[src/rtl/non_restoring_divider.sv]
// rtl/non_restoring_divider.sv - sequential signed divider, one quotient bit per clock
module non_restoring_divider #(
  parameter int WIDTH = 8
) (
  input  logic             clk,
  input  logic             rst,
  input  logic             start,
  input  logic [WIDTH-1:0] dividend,
  input  logic [WIDTH-1:0] divisor,
  output logic [WIDTH-1:0] quotient,
  output logic [WIDTH-1:0] remainder,
  output logic             busy,
  output logic             done,
  output logic             div_by_zero,
  output logic             overflow
);

  localparam logic [1:0] S_IDLE   = 2'd0;
  localparam logic [1:0] S_DIVIDE = 2'd1;
  localparam logic [1:0] S_FIX    = 2'd2;
  localparam logic [1:0] S_DONE   = 2'd3;
  localparam int CW = $clog2(WIDTH + 1);

  logic [1:0]       state;
  logic [CW-1:0]    count;
  logic [WIDTH+1:0] p;
  logic [WIDTH-1:0] a_shift;
  logic [WIDTH-1:0] b_mag;
  logic [WIDTH-1:0] q_mag;
  logic [WIDTH-1:0] dividend_r;
  logic [WIDTH-1:0] divisor_r;

  logic [WIDTH-1:0] dividend_abs;
  logic [WIDTH-1:0] divisor_abs;
  logic [WIDTH+1:0] b_ext;
  logic [WIDTH+1:0] p_shift;
  logic [WIDTH+1:0] p_step;
  logic [WIDTH+1:0] p_fixed;
  logic [WIDTH-1:0] r_mag;
  logic [WIDTH-1:0] q_final;
  logic [WIDTH-1:0] r_final;
  logic             is_zero;
  logic             is_ovf;
  logic             unused_bits;

  // Magnitude of the most-negative value wraps to 2^(WIDTH-1), which is correct unsigned.
  assign dividend_abs = dividend[WIDTH-1] ? (~dividend + 1'b1) : dividend;
  assign divisor_abs  = divisor[WIDTH-1]  ? (~divisor + 1'b1)  : divisor;

  assign b_ext   = {2'b00, b_mag};
  assign p_shift = {p[WIDTH:0], a_shift[WIDTH-1]};
  assign p_step  = p[WIDTH+1] ? (p_shift + b_ext) : (p_shift - b_ext);
  assign p_fixed = p[WIDTH+1] ? (p + b_ext) : p;
  assign r_mag   = p_fixed[WIDTH-1:0];
  assign unused_bits = ^p_fixed[WIDTH+1:WIDTH];

  assign q_final = (dividend_r[WIDTH-1] ^ divisor_r[WIDTH-1]) ? (~q_mag + 1'b1) : q_mag;
  assign r_final = dividend_r[WIDTH-1] ? (~r_mag + 1'b1) : r_mag;
  assign is_zero = (divisor_r == '0);
  assign is_ovf  = (dividend_r == {1'b1, {(WIDTH-1){1'b0}}}) && (divisor_r == '1);

  // busy and done are registered from the state, so both trail it by one cycle.
  always_ff @(posedge clk) begin
    if (rst) begin
      state       <= S_IDLE;
      count       <= '0;
      p           <= '0;
      a_shift     <= '0;
      b_mag       <= '0;
      q_mag       <= '0;
      dividend_r  <= '0;
      divisor_r   <= '0;
      quotient    <= '0;
      remainder   <= '0;
      div_by_zero <= 1'b0;
      overflow    <= 1'b0;
      busy        <= 1'b0;
      done        <= 1'b0;
    end else begin
      busy <= (state == S_DIVIDE) || (state == S_FIX);
      done <= (state == S_DONE);
      case (state)
        S_IDLE: begin
          if (start && !done) begin
            dividend_r <= dividend;
            divisor_r  <= divisor;
            a_shift    <= dividend_abs;
            b_mag      <= divisor_abs;
            q_mag      <= '0;
            p          <= '0;
            count      <= CW'(WIDTH);
            state      <= S_DIVIDE;
          end
        end
        S_DIVIDE: begin
          p       <= p_step;
          q_mag   <= {q_mag[WIDTH-2:0], ~p_step[WIDTH+1]};
          a_shift <= {a_shift[WIDTH-2:0], 1'b0};
          count   <= count - 1'b1;
          if (count == CW'(1)) begin
            state <= S_FIX;
          end
        end
        S_FIX: begin
          if (is_zero) begin
            quotient    <= '1;
            remainder   <= dividend_r;
            div_by_zero <= 1'b1;
            overflow    <= 1'b0;
          end else if (is_ovf) begin
            quotient    <= {1'b0, {(WIDTH-1){1'b1}}};
            remainder   <= '0;
            div_by_zero <= 1'b0;
            overflow    <= 1'b1;
          end else begin
            quotient    <= q_final;
            remainder   <= r_final;
            div_by_zero <= 1'b0;
            overflow    <= 1'b0;
          end
          state <= S_DONE;
        end
        S_DONE: begin
          state <= S_IDLE;
        end
        default: begin
          state <= S_IDLE;
        end
      endcase
    end
  end

endmodule

[config.mk]
export PLATFORM = sky130hd
export DESIGN_NAME = non_restoring_divider
export DESIGN_NICKNAME = d
export VERILOG_FILES = /design/src/rtl/non_restoring_divider.sv
export SDC_FILE = /design/constraint.sdc
export NUM_CORES = 1
export LEC_CHECK = 0
export CELL_PAD_IN_SITES_DETAIL_PLACEMENT = 0
export CELL_PAD_IN_SITES_GLOBAL_PLACEMENT = 2
export CORE_AREA = 2 2 113 115
export CTS_CLUSTER_SIZE = 25
export DETAILED_ROUTE_END_ITERATION = 7
export DIE_AREA = 0 0 115 117
export PLACE_DENSITY_LB_ADDON = 0.2
export SETUP_SLACK_MARGIN = 0.02
export SLEW_MARGIN = 20
export SYNTH_ARGS = -nofsm -noshare
export SYNTH_HDL_FRONTEND = slang
export SYNTH_SLANG_ARGS = --single-unit
[constraint.sdc]
create_clock -name clk -period 7 [get_ports clk]
set_clock_uncertainty 0.1 [all_clocks]
set_input_delay 1.05 -clock clk [delete_from_list [all_inputs] [get_ports clk]]
set_output_delay 1.05 -clock clk [all_outputs]
set_load 0.01 [all_outputs]
Yosys cells after proc, flatten, opt, wreduce, memory -nomap -nowiden
Index checks and enable logic that the tools add are counted.
{ "classes": {"addsub": 8, "n_mul": 0, "div_mod_pow": 0, "n_lt_le_gt_ge": 0, "eq_ne": 8, "shifts": 0, "muxes": 24, "bitwise_logic": 6, "n_reduce_logical": 10} }
{ "op_table": {"columns": ["operator", "count"], "rows": [
  ["$mux W8", 11],
  ["$add A8 B1 Y8 const B", 4],
  ["$not A8 Y8", 4],
  ["$pmux W8 S2", 2],
  ["$mux W10", 2],
  ["$pmux W10 S2", 1],
  ["$eq A8 B8 Y1 const B", 2],
  ["$add A10 B8 Y10", 1],
  ["$sub A10 B8 Y10", 1],
  ["$add A8 B8 Y8", 1],
  ["$logic_not A8 Y1", 1],
  ["$pmux W2 S4", 1],
  ["$pmux W4 S2", 1],
  ["$reduce_and A2 Y1", 3],
  ["$eq A2 B2 Y1 const B", 2],
  ["$eq A4 B1 Y1 const B", 1],
  ["$mux W2", 2],
  ["$mux W4", 1],
  ["$sub A4 B1 Y4 const B", 1],
  ["$mux W1", 3],
  ["$eq A2 B1 Y1 const B", 1],
  ["$logic_and A1 B1 Y1", 2],
  ["$logic_not A2 Y1", 1],
  ["$ne A2 B1 Y1 const B", 1],
  ["other kinds (6)", 6]
]} }
{ "totals": {"regBits": 76, "latch_bits": 0, "ram_bits": 0, "rom_bits": 0, "inputBits": 19, "output_inout_bits": 20, "elab_cells": 70, "mem_count": 0} }

Longest topological paths before layout
Gate-level depths: netlist of run 1.
{ "depth": {"word_depth": 7, "mapped_depth": 13, "ltp_nobuf": 13} }

Worst setup path after synthesis of run 1
OpenSTA, ideal clock, no wires.
{ "synth_path": {"path_kind": "reg-to-reg", "start": "reg p[9]", "end": "reg p[9]", "setup_time_ns": 0.087, "arrival_time_ns": 2.530, "t_required_ns": 6.813, "setup_slack_ns": 4.283, "path_stages_with_launch": 12, "n_path_buf": 2, "period_less_slack_ns": 2.717, "cell_sequence": "dfxtp_1 > buf_2 > buf_4 > mux2_2 > ha_1 > a21o_1 > a21oi_1 > o21a_1 > o31ai_1 > xnor2_1 > or3_1 > o31ai_1"} }
{ "synth_between": {"elab_chain_cells": 2} }
{ "synth_lines": {"columns": ["item", "line", "text"], "rows": [
  ["start: declaration", "26", "logic [WIDTH+1:0] p;"],
  ["start signal: assignment", "96", "p <= p_step;"],
  ["$mux W10", "52", "assign p_step = p[WIDTH+1] ? (p_shift + b_ext) : (p_shift - b_ext);"],
  ["$pmux W10 S2", "82", "case (state)"]
]} }
No other way between the ends.
A chain may end at the register's enable or synchronous reset.

Worst setup path in the final report of run 1
Same ends and word-level chain as after synthesis.

==> results_dict.tcl, run 1 <==
set metrics [dict create \
    first_iter_violations 198 \
    synth.top_cells.by_count "nand2_1 (85), dfxtp_1 (75), nor2_1 (75)" \
    synth_seq_cells 75 \
    grt_pass1_vias 3747 \
    min_path_type "flip-flop to flip-flop" \
    fmax_mhz 321 \
    hold_viol_final 0 \
    postRouteWirelength_microns 11400 \
    crit_type "flip-flop to flip-flop" \
    final_antenna_net_count 0 \
    viasPerCell 5.23 \
    synth_top_area_share_pct 34.1 \
    slew_viol_final 0 \
    cts_buffer_depth 2 \
    leakage_nw 1.95 \
    syn2layout_area_growth_pct 17.9 \
    setup_tns_ps 0 \
    clock_sinks 75 \
    syn-cell-area_sq_um 4410 \
    fill_cells 1281 \
    ir_drop_v 0.000154 \
    portBuffers 38 \
    track_usage_pct 18.3 \
    worstPathRequired_ps 7160 \
    r2r_slack_ps 3890 \
    rsz0062_at_grt "false" \
    synth_most_common_cell "nand2_1" \
    dp_hpwl_microns 8380 \
    reg2reg_depth 10 \
    crit_fanout 23 \
    max_slew_margin_pct 38.0 \
    period_minus_slack_ps 3110 \
    drv_cap 0 \
    clk_pin_slew_worst_paths_ps 60 \
    clock-root-buffer "clkbuf_16" \
    grt_use_met2_pct 28.8 \
    hold_slack_ps 357 \
    antenna_cells 0 \
    die_area_sq_um 13500 \
    final-setup-viol-count 0 \
    grt_overflow_total 0 \
    tightest_slew_ps 929 \
    worstPathArrival_ps 3270 \
    place_ws_ps 3830 \
    setup_slack_ps 3890 \
    syn_area_per_cell_sq_um 7.89 \
    clkLatencyLatePin_ps 340 \
    ios 39 \
    cts_tree "yes" \
    finalCritPeriodShare_pct 44.5 \
    r2r-start "p[9]" \
    cts_resized 0 \
    status "finished, final reports clean" \
    grt_pass1_wl_microns 18900 \
    r2r-end "p[9]" \
    placeableCoreArea_sq_um 12300 \
    grt.busiest_layer "met2" \
    p_per_area_nw_per_um2 448 \
    num_vias 3868 \
    yosys-top-cells-area "dfxtp_1 (34%), ha_1 (7.9%), nand2_1 (7.2%), nor2_1 (6.4%), a21oi_1 (5.4%)" \
    initial_core_util_pct 35.8 \
    synth-main-ff-cell "dfxtp_1" \
    final_net_count 633 \
    yosysWarnings 0 \
    first_pass_iters 4 \
    worstHoldStart "a_shift[5]" \
    yosysUniqueCellTypes 58 \
    die_h_microns 117 \
    antenna_found_initial 0 \
    drive_above_1_share_pct 5.94 \
    routedWlPerCell_microns 15.5 \
    power.total_w 0.00233 \
    final_util_pct 42.2 \
    rows 41 \
    cts_hold_buf 0 \
    whs_endpoint "a_shift[5]" \
    gp_congestion 0.882 \
    syn_nets 608 \
    synthCells 559 \
    worst_setup_path_end_kind "flip-flop" \
    min_path_cells 2 \
    cts_buffers 9 \
    drc_errors 0 \
    yosysSeqAreaShare_pct 34.1 \
    synthArstFlopShare_pct 0 \
    dieWidth_microns 115 \
    use_met1_pct 24.1 \
    grt_max_degree 80 \
    cts_setup_buffers 0 \
    htreeDepth 3 \
    met3_usage_pct 3.86 \
    synth_largest_area_cell "dfxtp_1" \
    synth_edf_count 0 \
    cp-start-kind "flip-flop" \
]
==> placed cells by master (no fill, tap or decap), drive strengths merged, types with 5 or more instances in the layout <==
cell and instances:
mux2i 10, ha 28, dfxtp 75, a21oi 48
nor2 75, xor2 22, buf 7, nand2 85
a211oi 20, a22oi 13, nor2b 5, clkdlybuf4s50 37
nor3 14, o31ai 5, o21ai 26, xnor2 16
clkbuf 11, nor4b 5, o21a 5, inv 21
==> metrics by stage <==
stage,area (sq um),std cells
4_1_cts,5200,739
6_report,5200,739
2_1_floorplan,4410,559
5_1_grt,5200,739
3_5_place_dp,4900,723
3_3_place_gp,4900,723
==> cell families (layout without fill, tap and decap cells) <==
kind of cell | count (synthesis) | after routing | share of synthesized area [%]
xor+xnor | 38 | 38 | 7.55
simple gates | 213 | 213 | 21.5
buf+inv | 51 | 81 | 4.63
mux | 11 | 11 | 2.53
fa+ha+maj | 30 | 30 | 8.85
compound gates | 141 | 141 | 20.9
flops | 75 | 75 | 34.1
==> metal layers <==
metal	routed length, microns	vias up	share of wire [%]
li1	-	1999	-
met1	5580	1781	49
met2	5080	68	44
met3	425	20	3.7
met4	354	0	3.1
met5	0	-	0
==> how the worst max path moves through the flow <==
stage	endpoint	depth (start not counted)	slack [ps]	start
global placement	p[6]	6	3880	start
detailed placement	p[6]	6	3830	start
global route	p[9]	10	3580	p[9]
CTS	p[9]	10	3910	p[9]
finish	p[9]	10	3890	p[9]
floorplan	p[9]	11	4280	p[9]
==> flip-flops by register name, indices dropped and copies added (netlist names), 7 cells and up <==
name	count
quotient	8
q_mag	8
dividend_r	8
b_mag	8
a_shift	8
p	10
divisor_r	7
remainder	8
==> power breakdown <==
group          total, W  switching (W)  internal (W)
logic           0.00117       0.000675      0.000500
registers      0.000677       0.000129      0.000548
clock network  0.000477       0.000190      0.000287
==> area by class of cell <==
cell class | count | area, sq um | share of cell area, %
tap | 150 | 188 | 3.61
timing repair buffer | 44 | 420 | 8.08
sequential | 75 | 1500 | 28.9
clock inverter | 5 | 60.1 | 1.15
clock buffer | 11 | 243 | 4.67
multi-input combinational | 433 | 2710 | 52.1
inverter | 21 | 78.8 | 1.52
==> critical path: stages (launching register included) <==
cell,delay [ps]
dfxtp_1,930
inv_1,210
o31ai_1,150
xnor2_1,170
ha_1,300
a21o_1,190
o32ai_1,290
o31ai_1,140
xnor2_1,160
or3_1,310
o31ai_1,70
(Power assumes the default switching activity.)
==> run 2: changes to the inputs <==
--- a/config.mk
+++ b/config.mk
@@ -7,10 +7,10 @@
 export LEC_CHECK = 0
 export CELL_PAD_IN_SITES_DETAIL_PLACEMENT = 0
 export CELL_PAD_IN_SITES_GLOBAL_PLACEMENT = 2
-export CORE_AREA = 2 2 113 115
+export CORE_AREA = 2 2 117 119
 export CTS_CLUSTER_SIZE = 25
 export DETAILED_ROUTE_END_ITERATION = 7
-export DIE_AREA = 0 0 115 117
+export DIE_AREA = 0 0 119 121
 export PLACE_DENSITY_LB_ADDON = 0.2
 export SETUP_SLACK_MARGIN = 0.02
 export SLEW_MARGIN = 20
==> constraint.sdc (replaced) <==
create_clock -name clk -period 3 [get_ports clk]
set_clock_uncertainty 0.1 [all_clocks]
set_input_delay 0.45 -clock clk [delete_from_list [all_inputs] [get_ports clk]]
set_output_delay 0.45 -clock clk [all_outputs]
set_load 0.01 [all_outputs]
==> results_dict.tcl, run 2 (synthesis results as in run 1) <==
set metrics [dict create \
    syn2layout_area_growth_pct 21.1 \
    track_usage_pct 17.2 \
    final_cell_mix "nand2_1 (85), nor2_1 (75), dfxtp_1 (74)" \
    final_net_count 647 \
    worstPathCellList "inv_1, ha_1, nor2_1, xor2_1, ha_1, nor2b_1, o21ai_0, a21boi_1, o21ai_1, a21oi_1, o21a_1, a211o_1" \
    setup_tns_ps 0 \
    p_int_w 0.00320 \
    dp_cells 763 \
    fmax_mhz 368 \
    dieWidth_microns 119 \
    slew_viol_final 0 \
    drc_errors 0 \
    top_register "p" \
    hold_slack_ps 355 \
    min_path_type "flip-flop to flip-flop" \
    worstPathArrival_ps 2850 \
    num_vias 3882 \
    path_buf_inv 1 \
    cp.depth 12 \
    status "finished, final reports clean" \
    antenna_cells 0 \
    cts_buffers 9 \
    cp_slowest_cell "dfxtp_1" \
    largest_register_ff_count 10 \
    clock_sinks 75 \
    period_minus_slack_ps 2720 \
    postRouteWirelength_microns 11700 \
    reg2reg_depth 12 \
    postLayoutCellArea_sq_um 5340 \
    cp_top_family "compound AO/OA/AOI/OAI gates" \
    place_ws_ps 227 \
    worst_setup_path_end_kind "flip-flop" \
    rsz0062_at_grt "false" \
    power_frac_seq_pct 27.8 \
    path_common_cell "ha_1" \
    final_antenna_net_count 0 \
    drive_above_1_share_pct 8.49 \
    final_common_cell "nand2_1" \
    leakage_nw 2.03 \
    fin_cells 777 \
    grt_overflow_total 0 \
    crit_type "flip-flop to flip-flop" \
    crit_fanout 5 \
    placeableCoreArea_sq_um 13100 \
    setup_slack_ps 281 \
    antenna_found_initial 0 \
    htreeDepth 3 \
    finalCritPeriodShare_pct 90.6 \
    rows 42 \
    drv_cap 0 \
    p_sw_share_pct 42.3 \
    clock-root-buffer "clkbuf_16" \
    p_sw_w 0.00235 \
    max_slew_margin_pct 50.0 \
    ir_drop_v 0.000347 \
    power.share.clock_pct 19.6 \
    cts_tree "yes" \
    first_iter_violations 200 \
    gp_congestion 0.825 \
    initial_core_util_pct 33.7 \
    clk_pin_slew_worst_paths_ps 60 \
    dpl_cell_area_sq_um 5030 \
    viasPerCell 5.00 \
    grt_pass1_vias 3771 \
    dp_hpwl_microns 8800 \
    grt_pass1_wl_microns 19600 \
    clkLatencyLatePin_ps 340 \
    slowest_delay_ps 390 \
    cts_hold_buf 0 \
    final-setup-viol-count 0 \
    portBuffers 38 \
    ios 39 \
    p_per_area_nw_per_um2 1040 \
    cts_buffer_depth 2 \
    hold_viol_final 0 \
    routedWlPerCell_microns 15.1 \
    first_pass_iters 4 \
    die_area_sq_um 14400 \
    min_path_cells 2 \
    comb_power_share_pct 52.6 \
    grt_max_degree 35 \
    worstPathRequired_ps 3130 \
    die_h_microns 121 \
    tightest_slew_ps 745 \
    cp-start-kind "flip-flop" \
]
## run 2: final timing paths
kind               from    endpoint  slack (ps)
min          a_shift[2]  a_shift[2]         360
min reg2reg  a_shift[2]  a_shift[2]         360
max reg2reg    b_mag[0]        p[8]         280
max            b_mag[0]        p[8]         280
## run 2: power by group through the flow
| stage | clock [W] | sequential, W | combinational (W) |
|---|---|---|---|
| after floorplan | 0 | 0.00152 | 0.00204 |
| final | 0.00109 | 0.00155 | 0.00292 |
| after global placement | 0 | 0.00156 | 0.00289 |
| after detailed placement | 0 | 0.00157 | 0.00290 |
| after CTS | 0.00112 | 0.00155 | 0.00292 |
| after global routing | 0.00116 | 0.00159 | 0.00330 |
## run 2: repair_timing
item	4_1_cts	5_1_grt
resized for setup	0	3
setup buffers	0	0
endpoints found under the setup margin	0	3
## run 2: stage by stage
stage          total power, W  utilization, %
6_report              0.00555            40.8
5_1_grt               0.00605            40.8
4_1_cts               0.00558            40.7
3_5_place_dp          0.00447            38.5
3_3_place_gp          0.00445            38.5
2_1_floorplan         0.00356               -
## run 2: final cells by class
type / instances / area [sq um]
fill: 1358 / 7740
multi-input combinational: 433 / 2720
sequential: 75 / 1500
timing repair buffer: 58 / 526
clock buffer: 10 / 239
tap: 176 / 220
inverter: 21 / 78.8
clock inverter: 4 / 52.6
## run 2: per-layer routing
layer / global-route usage (%) / vias up / part of all wire [%]
met3: 3.52 / 12 / 3.2
met2: 27.4 / 56 / 44
met5: 0 / - / 0
met4: 5.13 / 0 / 1.3
met1: 23.5 / 1791 / 51
li1: - / 2023 / -
## run 2: worst min-delay path: stages, from the launching register on
cell,delay [ps]
dfxtp_1,310
nand2_1,50
a21oi_1,50
